### src/rtl/conv_pkg.sv
// Shared types for the convolution layer sequencer.
//   conv_seq_state_e : sequencer FSM states
//     FILL  - accepting input columns into the window
//     START - one-cycle start pulse to conv_layer
//     WAIT  - waiting for conv_layer to report done
//     OUT   - presenting the registered result downstream
package conv_pkg;

    typedef enum logic [1:0] {
        FILL,
        START,
        WAIT,
        OUT
    } conv_seq_state_e;

endpackage

### src/rtl/conv_window_buffer.sv
// Column shift register holding the DEPTH most recent input columns.
// Ports:
//   clk_i      - clock, rising edge
//   reset_n_i  - asynchronous active-low reset, clears the window
//   shift_en_i - shift the window by one column and load col_i
//   col_i      - incoming column, row r = word r
//   win_o      - window contents, [r][DEPTH-1] is the newest column
module conv_window_buffer #(
    parameter int unsigned ROWS  = 4,
    parameter int unsigned DEPTH = 2,
    parameter int unsigned WORD  = 16
) (
    input  logic                              clk_i,
    input  logic                              reset_n_i,
    input  logic                              shift_en_i,
    input  logic [ROWS-1:0][WORD-1:0]         col_i,
    output logic [ROWS-1:0][DEPTH-1:0][WORD-1:0] win_o
);

    logic [ROWS-1:0][DEPTH-1:0][WORD-1:0] win_q;

    // Older columns move toward index 0; the new column lands at DEPTH-1.
    always_ff @(posedge clk_i or negedge reset_n_i) begin
        if (!reset_n_i) begin
            win_q <= '0;
        end else if (shift_en_i) begin
            for (int unsigned r = 0; r < ROWS; r++) begin
                for (int unsigned k = 0; k + 1 < DEPTH; k++) begin
                    win_q[r][k] <= win_q[r][k+1];
                end
                win_q[r][DEPTH-1] <= col_i[r];
            end
        end
    end

    assign win_o = win_q;

endmodule

### src/rtl/conv_layer_sequencer.sv
// Streams input columns into a KERNEL_WIDTH-deep sliding window, starts
// conv_layer once per window position and returns each result as a
// valid/ready beat. One frame is INPUT_LAYER_WIDTH columns and yields
// INPUT_LAYER_WIDTH-KERNEL_WIDTH+1 beats.
// Ports:
//   clk_i        - clock, rising edge
//   reset_n_i    - asynchronous active-low reset
//   valid_i      - input column valid
//   ready_o      - column accepted this cycle when valid_i is high
//   data_i       - input column, row r = word r
//   conv_start_o - one-cycle start pulse to conv_layer
//   conv_data_o  - window to conv_layer, [r][KW-1] = newest column
//   conv_done_i  - conv_layer result ready (honoured only in WAIT)
//   conv_data_i  - conv_layer result
//   valid_o      - output beat valid
//   ready_i      - downstream accepts the beat
//   data_o       - registered result
//   last_o       - final beat of the frame, qualified by valid_o
module conv_layer_sequencer
    import conv_pkg::*;
#(
    parameter int unsigned INPUT_LAYER_HEIGHT = 4,
    parameter int unsigned INPUT_LAYER_WIDTH  = 8,
    parameter int unsigned KERNEL_HEIGHT      = 3,
    parameter int unsigned KERNEL_WIDTH       = 2,
    parameter int unsigned WORD_SIZE          = 16
) (
    input  logic clk_i,
    input  logic reset_n_i,
    input  logic valid_i,
    output logic ready_o,
    input  logic [INPUT_LAYER_HEIGHT-1:0][WORD_SIZE-1:0] data_i,
    output logic conv_start_o,
    output logic [INPUT_LAYER_HEIGHT-1:0][KERNEL_WIDTH-1:0][WORD_SIZE-1:0] conv_data_o,
    input  logic conv_done_i,
    input  logic [INPUT_LAYER_HEIGHT-KERNEL_HEIGHT:0][WORD_SIZE-1:0] conv_data_i,
    output logic valid_o,
    input  logic ready_i,
    output logic [INPUT_LAYER_HEIGHT-KERNEL_HEIGHT:0][WORD_SIZE-1:0] data_o,
    output logic last_o
);

    localparam int unsigned CW = $clog2(INPUT_LAYER_WIDTH + 1);

    if (INPUT_LAYER_WIDTH < KERNEL_WIDTH) begin : g_bad_width
        $error("conv_layer_sequencer: INPUT_LAYER_WIDTH must be >= KERNEL_WIDTH");
    end
    if (KERNEL_HEIGHT > INPUT_LAYER_HEIGHT) begin : g_bad_height
        $error("conv_layer_sequencer: KERNEL_HEIGHT must be <= INPUT_LAYER_HEIGHT");
    end

    conv_seq_state_e state_q, state_d;
    logic [CW-1:0]   col_cnt_q, col_cnt_d;
    logic [INPUT_LAYER_HEIGHT-KERNEL_HEIGHT:0][WORD_SIZE-1:0] data_q, data_d;
    logic            shift_en;

    conv_window_buffer #(
        .ROWS  (INPUT_LAYER_HEIGHT),
        .DEPTH (KERNEL_WIDTH),
        .WORD  (WORD_SIZE)
    ) u_window (
        .clk_i      (clk_i),
        .reset_n_i  (reset_n_i),
        .shift_en_i (shift_en),
        .col_i      (data_i),
        .win_o      (conv_data_o)
    );

    // Gated with the reset input so ready_o stays low while reset is held.
    assign ready_o = reset_n_i && (state_q == FILL);
    assign last_o  = (state_q == OUT) && (col_cnt_q == CW'(INPUT_LAYER_WIDTH));
    assign data_o  = data_q;

    always_comb begin
        state_d      = state_q;
        col_cnt_d    = col_cnt_q;
        data_d       = data_q;
        shift_en     = 1'b0;
        conv_start_o = 1'b0;
        valid_o      = 1'b0;
        case (state_q)
            FILL: begin
                if (valid_i && ready_o) begin
                    shift_en  = 1'b1;
                    col_cnt_d = col_cnt_q + CW'(1);
                    if (col_cnt_d >= CW'(KERNEL_WIDTH)) begin
                        state_d = START;
                    end
                end
            end
            START: begin
                conv_start_o = 1'b1;
                state_d      = WAIT;
            end
            WAIT: begin
                if (conv_done_i) begin
                    data_d  = conv_data_i;
                    state_d = OUT;
                end
            end
            OUT: begin
                valid_o = 1'b1;
                if (ready_i) begin
                    // Frame ends here; the window is left as-is since the next
                    // frame overwrites it fully before its first START.
                    if (col_cnt_q == CW'(INPUT_LAYER_WIDTH)) begin
                        col_cnt_d = '0;
                    end
                    state_d = FILL;
                end
            end
            default: state_d = FILL;
        endcase
    end

    always_ff @(posedge clk_i or negedge reset_n_i) begin
        if (!reset_n_i) begin
            state_q   <= FILL;
            col_cnt_q <= '0;
            data_q    <= '0;
        end else begin
            state_q   <= state_d;
            col_cnt_q <= col_cnt_d;
            data_q    <= data_d;
        end
    end

endmodule

### config.mk
export PLATFORM = sky130hd
export DESIGN_NAME = conv_layer_sequencer
export DESIGN_NICKNAME = d
export VERILOG_FILES = /design/src/rtl/conv_pkg.sv /design/src/rtl/conv_window_buffer.sv /design/src/rtl/conv_layer_sequencer.sv
export SDC_FILE = /design/constraint.sdc
export NUM_CORES = 1
export LEC_CHECK = 0
export ABC_CLOCK_PERIOD_IN_PS = 1800
export BUFFER_PORTS_ARGS = -buffer_cell sky130_fd_sc_hd__buf_2
export CAP_MARGIN = 15
export CORE_UTILIZATION = 49
export DETAILED_ROUTE_END_ITERATION = 16
export MAX_ROUTING_LAYER = met4
export PLACE_DENSITY = 0.9
export SYNTH_ARGS = -nofsm -noshare
export SYNTH_HDL_FRONTEND = slang
export SYNTH_SLANG_ARGS = --single-unit
### constraint.sdc
create_clock -name clk_i -period 1.8 [get_ports clk_i]
set_input_delay 0.18 -clock clk_i [delete_from_list [all_inputs] [get_ports clk_i]]
set_output_delay 0.18 -clock clk_i [all_outputs]
set_load 0.01 [all_outputs]
**Yosys cells after proc, flatten, opt, wreduce, memory -nomap -nowiden**

Index checks and enable logic that the tools add are counted.

- Add/subtract/negate cells: 1
- $lt $le $gt $ge: 1
- Equality and inequality tests: 9
- Multiplexer cells: 13
- Reduce and logical (&&, ||, !) cells: 8

Operators with widths:

| cell | count |
|---|---|
| $mux W4 | 3 |
| $mux W2 | 4 |
| $pmux W2 S4 | 1 |
| $pmux W4 S2 | 1 |
| $reduce_and A4 Y1 | 2 |
| $ne A2 B1 Y1 const B | 3 |
| $add A4 B1 Y4 const B | 1 |
| $eq A2 B2 Y1 const B | 2 |
| $eq A4 B4 Y1 const B | 1 |
| $ge A4 B2 Y1 const B | 1 |
| $mux W1 | 4 |
| $ne A2 B2 Y1 const B | 2 |
| $logic_and A1 B1 Y1 | 3 |
| $eq A2 B1 Y1 const B | 1 |
| $logic_not A2 Y1 | 1 |
| $reduce_and A2 Y1 | 1 |
| $reduce_bool A2 Y1 | 1 |

- Register bits: 166
- Input bits: 101
- Output and inout bits: 164
- Word-level logic and storage cells: 44

**Longest topological paths before layout**

- Depth in word-level cells: 5
- Gate-level depth with buffers: 7
- Gate-level depth less buffers: 6

**Hierarchy**

Synthesis repeated with hierarchy kept, for this count alone.

- Cell total of the unflattened synthesis: 383
- Area total of the unflattened synthesis: 6,473.7 µm²

By module, submodules not included:

| module | instances | cells each | area each (µm²) | seq. area each (µm²) |
|---|---|---|---|---|
| conv_window_buffer | 1 | 270 | 4,822.1 | 3,203.1 |
| conv_layer_sequencer | 1 | 113 | 1,651.6 | 950.9 |

**Worst setup path before layout**

No wires, ideal clock.

- Path type: register to register
- Start: reg state_q[0]
- End: reg u_window.win_q (netlist bit u_window.win_o[0])
- Setup time: 0.125 ns
- Data arrival time: 1.556 ns
- Required time: 1.675 ns
- Setup slack: 0.119 ns
- Stages on the path, launching flop included: 8
- Buffers on the path: 2
- Clock period less this slack: 1.681 ns
- Cell sequence: dfrtp_1 -> inv_1 -> ha_1 -> and2_2 -> nand2_2 -> buf_6 -> buf_6 -> mux2_4

- Longest elaborated chain between the ends: 5

RTL lines:

| item | line | source |
|---|---|---|
| from (decl) | conv_layer_sequencer.sv:52 | `conv_seq_state_e state_q, state_d;` |
| from (signal assigned) | conv_layer_sequencer.sv:122 | `state_q <= state_d;` |
| $logic_not A2 Y1 | conv_layer_sequencer.sv:70 | `assign ready_o = reset_n_i && (state_q == FILL);` |
| $logic_and A1 B1 Y1 | conv_layer_sequencer.sv:70 |  |
| via ready_o | conv_layer_sequencer.sv:31 | `output logic ready_o,` |
| $logic_and A1 B1 Y1 | conv_layer_sequencer.sv:83 | `if (valid_i && ready_o) begin` |
| $mux W1 | conv_layer_sequencer.sv:83 |  |
| $mux W1 | conv_layer_sequencer.sv:81 | `case (state_q)` |
| to (signal, indexed assignment) | conv_window_buffer.sv:29 | `win_q[r][k] <= win_q[r][k+1];` |
| to (signal, indexed assignment) | conv_window_buffer.sv:31 | `win_q[r][DEPTH-1] <= col_i[r];` |
| to (decl) | conv_window_buffer.sv:20 | `logic [ROWS-1:0][DEPTH-1:0][WORD-1:0] win_q;` |

The timed path passes the listed nets, and every way through them passes these cells.
A chain may end at the register's enable or synchronous reset.

**Worst setup path in the final report**

- Start: reg state_q[1]
- End: reg u_window.win_q (netlist bit u_window.win_o[92])

- Longest elaborated chain between the ends: 5

RTL lines:

| item | line |
|---|---|
| $logic_not A2 Y1 * | conv_layer_sequencer.sv:70, conv_layer_sequencer.sv:81 |
| $logic_and A1 B1 Y1 | conv_layer_sequencer.sv:70 |
| $logic_and A1 B1 Y1 | conv_layer_sequencer.sv:83 |
| $mux W1 | conv_layer_sequencer.sv:83 |
| $mux W1 * | conv_layer_sequencer.sv:81 |

Mark *: on every way between the ends. The rest lies on a longest branch, timed or not.

==> impl_metrics.toml <==
[setup_path]
end_kind = "flip-flop"
max_stage_delay_ns = 0.40
start_kind = "flip-flop"
path_cells = "inv_1 -> ha_2 -> and2_4 -> nand2_8 -> buf_4 -> clkbuf_16 -> mux2_4"
path_class = "reg -> reg"
cp.required_ns = 2.10
crit_arrival_ns = 2.04
cpMaxStageDelayCell = "dfrtp_1"
cp_max_fo = 13
crit_family = "buffers and inverters"
path_buf_inv = 3

[timing]
finalSetupViolCount = 0
max_slew_margin = 0.380
timing.final.crit_share = 0.964
rsz0062_at_grt = "false"
finalCriticalPeriod_ns = 1.74
fmax_mhz = 576
fin_setup_tns_ns = 0
maxSlewViolCount = 0
whs_ns = 0.0132
finalHoldViolations = 0
clock_skew_ns = 0.00793
tightest_slew_ns = 0.929

[final_layout]
fin_util = 0.764
multiInputGateArea_um2 = 2490
design_area_um2 = 10200
final_cell_mix = "buf_2 (262), dfrtp_1 (166), mux2_4 (103)"
final_common_cell = "buf_2"
drive_gt1_frac = 0.625
area_growth_pct = 50.3
fillerInstances = 741
register_area_um2 = 4150
finish.net_count = 880

[floorplan]
num_io_pins = 265
fp.dieArea_um2 = 14400
start_util = 0.508
fp.coreArea_um2 = 13400
fp.dieH_um = 120
die_w_um = 120
rows = 42

[placed_design]
io_buffers = 264
placed_area_um2 = 8370
gp_congestion = 0.821
dp_hpwl_um = 10400

[clock_tree]
clockBufferDepth = 2
path_clk_slew_ns = 0.06
htreeDepth = 4
cts-buffers-inserted = 17
cts_tree = "yes"
clock-sinks = 166
insertion_delay_ns = 0.42
root_buffer = "clkbuf_16"

[power]
seqPwrFrac = 0.385
p_int_w = 0.0121
switchingPower_w = 0.00616
leakage_nw = 5.41
sw_frac_of_total = 0.337
ir_worst_vdd_uv = 1200
power_frac_comb = 0.406
cellPowerDensity_nw_per_um2 = 1790
clock_power_share = 0.209
p_total_w = 0.0183

[drt]
ant_nets = 0
drt_wl_total_um = 19300
vias = 4826
first_pass_iters = 4
via_per_inst = 5.02
drt_iter0_drc = 194
post-route-drc-count = 0
avgRoutedWirePerCell_um = 20.1

[synth]
synthesis.area_um2 = 6810
ys_async_sr_fraction = 1.00
synth-compound-area-share = 0.00570
yosys_register_bits = 166
synthXorXnorAreaFrac = 0.00386
yosys.area_share.simple = 0.0130
synth_top_cell_by_area = "dfrtp_1"
yosys.cell_types.count = 24
synthMuxAreaShare = 0.325
synth_top_area_frac = 0.610
seq_area_frac_synth = 0.610
yosys_most_used_dff = "dfrtp_1"
synth_top_family_by_area = "multiplexers"
synth.avg_cell_area_um2 = 17.8
netlist_instances = 383
synth.area.top_cells = "dfrtp_1 (61%), mux2_4 (23%), mux2_2 (9.6%)"
syn_nets = 492
synthAdderAreaFrac = 0.0147
ys_warn_count = 0
synth_edf_count = 0

[global_routing]
grt_pass1_vias = 5094
grt_overflow_total = 0
grt_usage = 0.267
grt_pass1_wl_um = 27900
antenna_found_initial = 2
grt_max_degree = 165

[run_status]
status = "finished, final reports clean"

[worst_hold_path]
min-delay-path-class = "in -> reg"

[job]
drv_cap = 0
## path summary, 6_finish.rpt
check	startpoint	end	slack (ns)	cells past startpoint
max	state_q[1]	u_window.win_o[92]	0.06	7
min	data_i[9]	u_window.win_o[25]	0.01	2
max reg2reg	state_q[1]	u_window.win_o[92]	0.06	7
min reg2reg	data_o[19]	data_o[19]	0.50	1
max in group asynchronous	reset_n_i	data_o[30]	0.58	3
min in group asynchronous	reset_n_i	state_q[0]	0.12	2
## power groups by stage
stage | combinational [W] | sequential [W] | clock [W]
2_1_floorplan | 0.00330 | 0.00757 | 0
3_3_place_gp | 0.00662 | 0.00673 | 0
3_5_place_dp | 0.00687 | 0.00690 | 0
4_1_cts | 0.00710 | 0.00689 | 0.00388
5_1_grt | 0.00787 | 0.00721 | 0.00406
6_report | 0.00743 | 0.00704 | 0.00383
## final cells by class
cell class,instances,area share
Clock buffer,20,0.0446
Tap cell,176,0.0215
Inverter,5,0.00183
Antenna cell,2,0.000489
Sequential cell,166,0.406
Multi-Input combinational cell,195,0.244
Clock inverter,12,0.0163
Timing Repair Buffer,386,0.266
## stage by stage
step                      setup WS, ns  cells
after global placement          0.0963    821
after floorplan                  0.119    383
after global routing            0.0140    962
final                           0.0643    962
after CTS                     -0.00367    947
after detailed placement        0.0342    821
## worst register-to-register path: cells and delay by family (launching register included)
family | cells | cell delay [ns]
adder cells (fa/ha/maj) | 1 | 0.21
multiplexers | 1 | 0.32
AND/OR/NAND/NOR | 2 | 0.24
flip-flops | 1 | 0.40
buffers and inverters | 3 | 0.45
## state kept, by name, summed over array words and instances, names as in the netlist
name            cells
state_q             2
u_window.win_o    128
data_o             32
col_cnt_q           4
## cells by family after synthesis
kind of cell,count (synthesis)
DFF,166
AOI/OAI and AO/OA,6
xor gates and xnor gates,3
and+or+nand+nor,16
buffers and inverters,22
muxes,162
adders and majority gates,8
## per-layer routing
layer  share of wire  GRT usage  vias to the layer above  wire [µm]
li1                -          -                     2126          -
met1            0.38      0.287                     2437       7280
met2            0.54      0.466                      226      10400
met3           0.060     0.0665                       37       1170
met4           0.025      0.118                        0        493
met5               0          -                        -          0
## repair_timing
item                       in CTS  in global routing
buffers inserted                1                  9
gates cloned                    0                  4
pin swaps                       0                  1
setup endpoints to repair       1                 84
gates resized for setup         3                 22
hold buffers                   93                  1
hold endpoints to repair       95                  2
## cells in the mapped netlist (2+ instances only)
master and instances:
nand3_1 3, inv_1 5, nand2_1 4, xor2_1 2, buf_6 14, mux2_2 58
buf_2 3, ha_1 8, nand2b_1 2, dfrtp_1 166, mux2_4 103, o21ai_0 3
Power figures use the tool's default switching activity.
